### src/rtl/crossing_reg_rx.sv
// Destination-side receiver of a toggle-handshake crossing register: synchronizes TOG_IN, captures D_IN, acks back.
// Optional sticky protocol-error flag built only when CROSSING_REG_RX_OVERRUN_CHECK_EN is defined.
module crossing_reg_rx #(
   parameter int unsigned      width      = 1,
   parameter logic [width-1:0] init       = {width{1'b0}},
   parameter int unsigned      syncStages = 2
) (
   input  logic             CLK,
   input  logic             RST,
   input  logic [width-1:0] D_IN,
   input  logic             TOG_IN,
   output logic             ACK_OUT,
   output logic [width-1:0] Q_OUT,
   output logic             VALID_OUT,
   input  logic             DEQ,
   output logic             OVERRUN_OUT
);

   localparam int unsigned SS = (syncStages < 2) ? 2 : ((syncStages > 4) ? 4 : syncStages);

   logic [SS-1:0]    r_sync;
   logic             r_ack;
   logic [width-1:0] r_q;
   logic             r_valid;

   logic w_tsync;
   logic w_newd;
   logic w_buf_free;
   logic w_capture;

   assign w_tsync    = r_sync[SS-1];
   assign w_newd     = w_tsync ^ r_ack;
   assign w_buf_free = !r_valid || DEQ;
   assign w_capture  = w_newd && w_buf_free;

   always_ff @(posedge CLK or negedge RST) begin
      if (!RST) begin
         r_sync <= '0;
      end else begin
         r_sync <= {r_sync[SS-2:0], TOG_IN};
      end
   end

   // D_IN is sampled only on the capture edge; the source holds it until it sees the ack flip.
   always_ff @(posedge CLK or negedge RST) begin
      if (!RST) begin
         r_ack   <= 1'b0;
         r_q     <= init;
         r_valid <= 1'b0;
      end else if (w_capture) begin
         r_ack   <= ~r_ack;
         r_q     <= D_IN;
         r_valid <= 1'b1;
      end else if (DEQ && r_valid) begin
         r_valid <= 1'b0;
      end
   end

   assign ACK_OUT   = r_ack;
   assign Q_OUT     = r_q;
   assign VALID_OUT = r_valid;

`ifdef CROSSING_REG_RX_OVERRUN_CHECK_EN
   logic r_pending;
   logic r_tsync_d;
   logic r_seen;
   logic r_ovr;
   logic w_toggle;
   logic w_ovr_hit;

   assign w_toggle  = w_tsync ^ r_tsync_d;
   assign w_ovr_hit = w_toggle && (r_pending || r_seen);

   // r_seen marks a toggle not yet consumed by a capture; a second one is an overrun.
   always_ff @(posedge CLK or negedge RST) begin
      if (!RST) begin
         r_pending <= 1'b0;
         r_tsync_d <= 1'b0;
         r_seen    <= 1'b0;
         r_ovr     <= 1'b0;
      end else begin
         r_tsync_d <= w_tsync;
         if (w_capture) begin
            r_pending <= 1'b0;
            r_seen    <= 1'b0;
         end else begin
            if (w_newd) r_pending <= 1'b1;
            if (w_toggle) r_seen <= 1'b1;
         end
         if (w_ovr_hit) r_ovr <= 1'b1;
      end
   end

   assign OVERRUN_OUT = r_ovr;

`ifndef SYNTHESIS
   always @(posedge CLK) begin
      if (RST && w_ovr_hit && !r_ovr)
         $display("crossing_reg_rx: source overrun detected at time %0t", $time);
   end
`endif
`else
   assign OVERRUN_OUT = 1'b0;
`endif

endmodule

### config.mk
export PLATFORM = sky130hd
export DESIGN_NAME = crossing_reg_rx
export DESIGN_NICKNAME = d
export VERILOG_FILES = /design/src/rtl/crossing_reg_rx.sv
export SDC_FILE = /design/constraint.sdc
export NUM_CORES = 1
export LEC_CHECK = 0
export ABC_AREA = 1
export CAP_MARGIN = 20
export CORE_AREA = 2 2 39 41
export DETAILED_ROUTE_END_ITERATION = 10
export DIE_AREA = 0 0 41 43
export PLACE_DENSITY = 0.46
export SYNTH_ARGS = -nofsm -noshare
export SYNTH_HDL_FRONTEND = slang
export SYNTH_SLANG_ARGS = --single-unit
export TNS_END_PERCENT = 20
### constraint.sdc
create_clock -name CLK -period 0.94 [get_ports CLK]
set_input_delay 0.094 -clock CLK [delete_from_list [all_inputs] [get_ports CLK]]
set_output_delay 0.094 -clock CLK [all_outputs]
set_load 0.005 [all_outputs]
==> results of run 1 <==
[placed cells by master, fill, tap and decap left out, drive strengths merged]
master and count:
nand2 10, clkbuf 6, dfrtp 5, clkdlybuf4s50 4, buf 3, inv 3
nand3 2, o21ai 1, conb 1, clkdlybuf4s15 1
[synth_stat cells]
cell type,n
inv_1,2
nand2_2,1
nand2_4,1
nand3_1,1
buf_4,1
conb_1,1
inv_2,1
o21ai_0,1
nand3_2,1
dfrtp_1,5
nand2_1,8
[path summary, 6_finish.rpt]
| path | start | end | slack, ns |
|---|---|---|---|
| worst max-delay path | ACK_OUT | ACK_OUT | 0.04 |
| worst min-delay path | RST | Q_OUT | 0.07 |
| worst max register to register | ACK_OUT | Q_OUT | 0.07 |
| worst min register to register | r_sync[0] | r_sync[1] | 0.34 |
| max in group asynchronous | RST | ACK_OUT | 0.69 |
| min in group CLK | TOG_IN | r_sync[0] | 0.30 |
[cell families (layout without fill, tap and decap cells)]
family | count (synthesis) | count (layout) | synth area share, %
and+or+nand+nor | 12 | 12 | 29.1
DFF | 5 | 5 | 58.1
buffers and inverters | 4 | 17 | 8.72
other | 1 | 1 | 1.74
AOI/OAI and AO/OA | 1 | 1 | 2.32
[per-stage QoR]
| step | TNS, ns | hold slack (ns) | util [%] | total power [mW] |
|---|---|---|---|---|
| 2_1_floorplan | 0 | -0.202 | - | 0.336 |
| 3_3_place_gp | -0.0543 | 0.329 | 23.1 | 0.450 |
| 3_5_place_dp | -0.0558 | 0.323 | 23.1 | 0.451 |
| 4_1_cts | 0 | 0.0635 | 25.0 | 0.692 |
| 5_1_grt | 0 | 0.0835 | 24.3 | 0.715 |
| 6_report | 0 | 0.0694 | 24.3 | 0.661 |
[power by group]
group | switching (mW) | internal, mW | leakage (nW) | total (mW)
logic | 0.0705 | 0.0861 | 0.102 | 0.157
clock network | 0.0802 | 0.160 | 0.0150 | 0.240
registers | 0.0164 | 0.248 | 0.0591 | 0.264
[routing by layer]
layer  global-route usage, %  share of wire, %  vias to the layer above
li1                        -                 -                       92
met1                    6.62                46                       74
met2                    6.88                47                        5
met3                    1.57               6.6                        0
met4                    6.00                 0                        0
met5                       0                 0                        -
[registers in the layout, summed over array words and instances, names as in the netlist]
name / cells
VALID_OUT: 1
r_sync: 2
Q_OUT: 1
ACK_OUT: 1
[what timing repair did]
item / 4_1_cts / 5_1_grt
setup buffers: 0 / 0
endpoints found under the setup margin: 3 / 3
gates resized for setup: 6 / 3
hold buffers: 0 / 0
cloned: 0 / 0
pin swaps: 0 / 2
[cell type report]
cell class	instances	area, µm²	share of cell area, %
flip-flops and latches	5	125	37.2
repair buffers	10	82.6	24.5
multi-input cells	14	71.3	21.2
clock buffers	4	26.3	7.81
well taps	16	20.0	5.95
inverters	3	11.3	3.35
==> run metrics, run 1 <==
Starting Density=15.6%; Routed Antenna Nets=0; placed inst area=320 µm²; CP top delay family=flip-flops; crit path max fanout=2; dominant cell type by area after synthesis=dfrtp_1; critical path depth=1; crit path kind=flip-flop to output pin; PwrDens=1960 mW/mm²; Final Hold Vio Count=0; clk_skew=0.000483 ns; Clock Latency Late Sink=0.24 ns; final worst setup slack=0.0376 ns; area share of the largest cell type after synthesis=58.1%; routability cong.=0.660; die area=0.00176 mm²; VDD IR-drop max=737 µV; RSZ-0062 raised after global routing=no; Hold WC Path Type=input port to asynchronous set/reset pin; # port buffers=7; Syn Std Cell Area=215 µm²; worst stage delay on the critical path=0.37 ns; R2R depth=5; Core ar.=0.00138 mm²; CTS max path bufs=2; Crit. End Element=output pin; WL/cell=6.69 µm; Inst Count DP=48; Clk pin slew, worst setup/hold paths=0.04 ns; Buf+Inv Stages, Crit Path=1; fin crit period=0.902 ns; global route total overflow=0; Fmax=1110 MHz; layout cells sized above 1=36.1%; crit path max-delay cell type=dfrtp_1; Area Overhead vs Synth=56.4%; Leak Pwr=0.176 nW; worst slack at placement=-0.0475 ns; Boundary Pins=9; Ys Warns=0; Via density=3.29; Synth Instances=23; H-tree levels=1; CP required=0.85 ns; critical path arrival=0.81 ns; final setup violation count=0; die width=41 µm; FILL cells=150; fin. max-slew vios=0; Chip Height=43 µm; 1st-iter DRT viols=1; MaxCap Viol Count=0; HPWL after DPL=273 µm; fin crit share=96.0%; Yosys reg bits=5; non-filler instance count after layout=52; critical path cell sequence=clkdlybuf4s15_1; DRT Wirelength=348 µm; antenna violations before repair=0; Synth cell types=11; final-stage net count=42; Mean Syn Cell Area=9.36 µm²; # clock sinks=5; Total GRT Usage=5.47%; vias in the first global route=170; Root Driver=clkbuf_4; CTS buffer count=3; global-route wire length before repair=621 µm; largest cells by area after synthesis=dfrtp_1, nand2_1, nand2_4, nand3_2, buf_4; Final Instance Area=337 µm²; largest net degree at the start of global routing=6; CTS tree=done; status=finished clean; n_diodes=0; synthesized net count=28; sequential cell area fraction in the yosys report=58.1%; Rows=14; DRC Markers=0; DR pass1 iterations=2; Vias=171; CP Launch Type=flip-flop
No activity file was read; power rests on OpenSTA's default activity.
==> inputs of run 2 (changes only) <==
--- a/config.mk
+++ b/config.mk
@@ -7,9 +7,9 @@
 export LEC_CHECK = 0
 export ABC_AREA = 1
 export CAP_MARGIN = 20
-export CORE_AREA = 2 2 39 41
+export CORE_AREA = 4 4 41 43
 export DETAILED_ROUTE_END_ITERATION = 10
-export DIE_AREA = 0 0 41 43
+export DIE_AREA = 0 0 45 47
 export PLACE_DENSITY = 0.46
 export SYNTH_ARGS = -nofsm -noshare
 export SYNTH_HDL_FRONTEND = slang
==> run metrics, run 2 (synthesis gave the netlist of run 1 again) <==
area of the multi-input gates=83.8 µm²; Via density=3.52; DRC Markers=0; # clock sinks=5; fin crit period=0.903 ns; Reg2Reg Capture Point=Q_OUT; antenna violations before repair=0; H-tree levels=1; final-stage net count=41; fin. max-slew vios=0; DRT Wirelength=468 µm; Hold WC Path Type=input port to asynchronous set/reset pin; CTS max path bufs=2; max FFs per register=2; Leak Pwr=0.175 nW; Clock Latency Late Sink=0.24 ns; fin crit share=96.0%; crit path max-delay cell type=dfrtp_1; Worst R2R Setup Slack=0.04 ns; status=finished clean; Starting Density=16.5%; FF+latch area=125 µm²; WL/cell=9.36 µm; Clock power frac=35.2%; Crit. End Element=output pin; Comb power frac=26.2%; Rows=13; Area Overhead vs Synth=61.0%; Fmax=1110 MHz; Final Instance Area=347 µm²; crit path max fanout=2; reg2reg start=VALID_OUT; Core ar.=0.00130 mm²; crit path kind=flip-flop to output pin; R2R depth=5; hold-fix buffers at CTS=0; critical path depth=1; commonest cells after routing, fill and taps aside=nand2_1, dfrtp_1, clkdlybuf4s50_1; worst stage delay on the critical path=0.37 ns; FILL cells=144; sequential share of power=38.6%; routability cong.=0.587; Final Hold Vio Count=0; global-route wire length before repair=848 µm; final setup violation count=0; CP Launch Type=flip-flop; # port buffers=7; commonest non-fill, non-tap cell in the layout=nand2_1; CTS tree=done; n_diodes=0; global route total overflow=0; CP required=0.85 ns; RSZ-0062 raised after global routing=yes; Vias=176; CTS buffer count=3; MaxCap Viol Count=0; PwrDens=2010 mW/mm²; sw frac=27.9%; Root Driver=clkbuf_4; layout cells sized above 1=40.0%; critical path arrival=0.81 ns; placed inst area=297 µm²; largest net degree at the start of global routing=6; vias in the first global route=208; Clk pin slew, worst setup/hold paths=0.05 ns; NetSw=0.194 mW; critical path cell sequence=clkdlybuf4s15_1; die area=0.00212 mm²; CP top delay family=flip-flops; VDD IR-drop max=936 µV; Boundary Pins=9; Buf+Inv Stages, Crit Path=1; final total power=0.695 mW; clk_skew=0.00553 ns; Reg with most FFs=r_sync; Routed Antenna Nets=0; die width=45 µm; Chip Height=47 µm; Total GRT Usage=6.20%; 1st-iter DRT viols=1; internal power=0.502 mW; DR pass1 iterations=4; HPWL after DPL=356 µm
## run 2: cell count changes in the layout (fill, tap and decap cells not counted)
cell	change
buf_4	-2
nand2_1	-2
nand2_2	+2
buf_6	+1
inv_2	-1
inv_4	+1
nand3_2	-1
nand3_4	+1
## run 2: layout make-up
type / instances / area share, %
Clock buffer: 4 / 7.58
Inverter: 3 / 3.97
Multi-Input combinational cell: 14 / 24.2
Sequential cell: 5 / 36.1
Tap cell: 15 / 5.42
Timing Repair Buffer: 9 / 22.7
## run 2: metrics by stage
step                setup WS [ns]  hold WS, ns  utilization, %  setup TNS [ns]  cells
finish                     0.0373       0.0770            26.6               0     50
global route              -0.0262       0.0834            26.6         -0.0262     50
CTS                      0.000155       0.0729            26.0               0     50
detailed placement        -0.0597        0.335            22.8          -0.195     44
global placement          -0.0460        0.331            22.8          -0.114     44
floorplan                   0.175       -0.202               -               0     23
## run 2: power by group through the flow
stage	Combinational, mW	Sequential [mW]	Clock, mW
2_1_floorplan	0.0591	0.277	0
3_5_place_dp	0.149	0.275	0
6_report	0.182	0.268	0.245
5_1_grt	0.203	0.273	0.277
3_3_place_gp	0.143	0.274	0
4_1_cts	0.170	0.265	0.260
## run 2: routing by layer
layer	global-route usage (%)	part of all wire, %	vias to the layer above
li1	-	-	91
met1	5.54	41	78
met2	10.2	50	7
met3	3.45	9.4	0
met4	5.26	0	0
met5	0	0	-
## run 2: worst max-delay path by stage
stage,startpoint,endpoint,slack [ns]
after global placement,DEQ,Q_OUT,-0.05
final,VALID_OUT,VALID_OUT,0.04
after detailed placement,DEQ,Q_OUT,-0.06
after CTS,ACK_OUT,ACK_OUT,0.0002
after floorplan,VALID_OUT,Q_OUT,0.17
after global routing,ACK_OUT,Q_OUT,-0.03
## run 2: what timing repair did
action                                  in CTS  in global routing
pin swaps                                    0                  2
endpoints found under the setup margin       3                  3
setup buffers                                2                  0
gates resized for setup                      7                  7
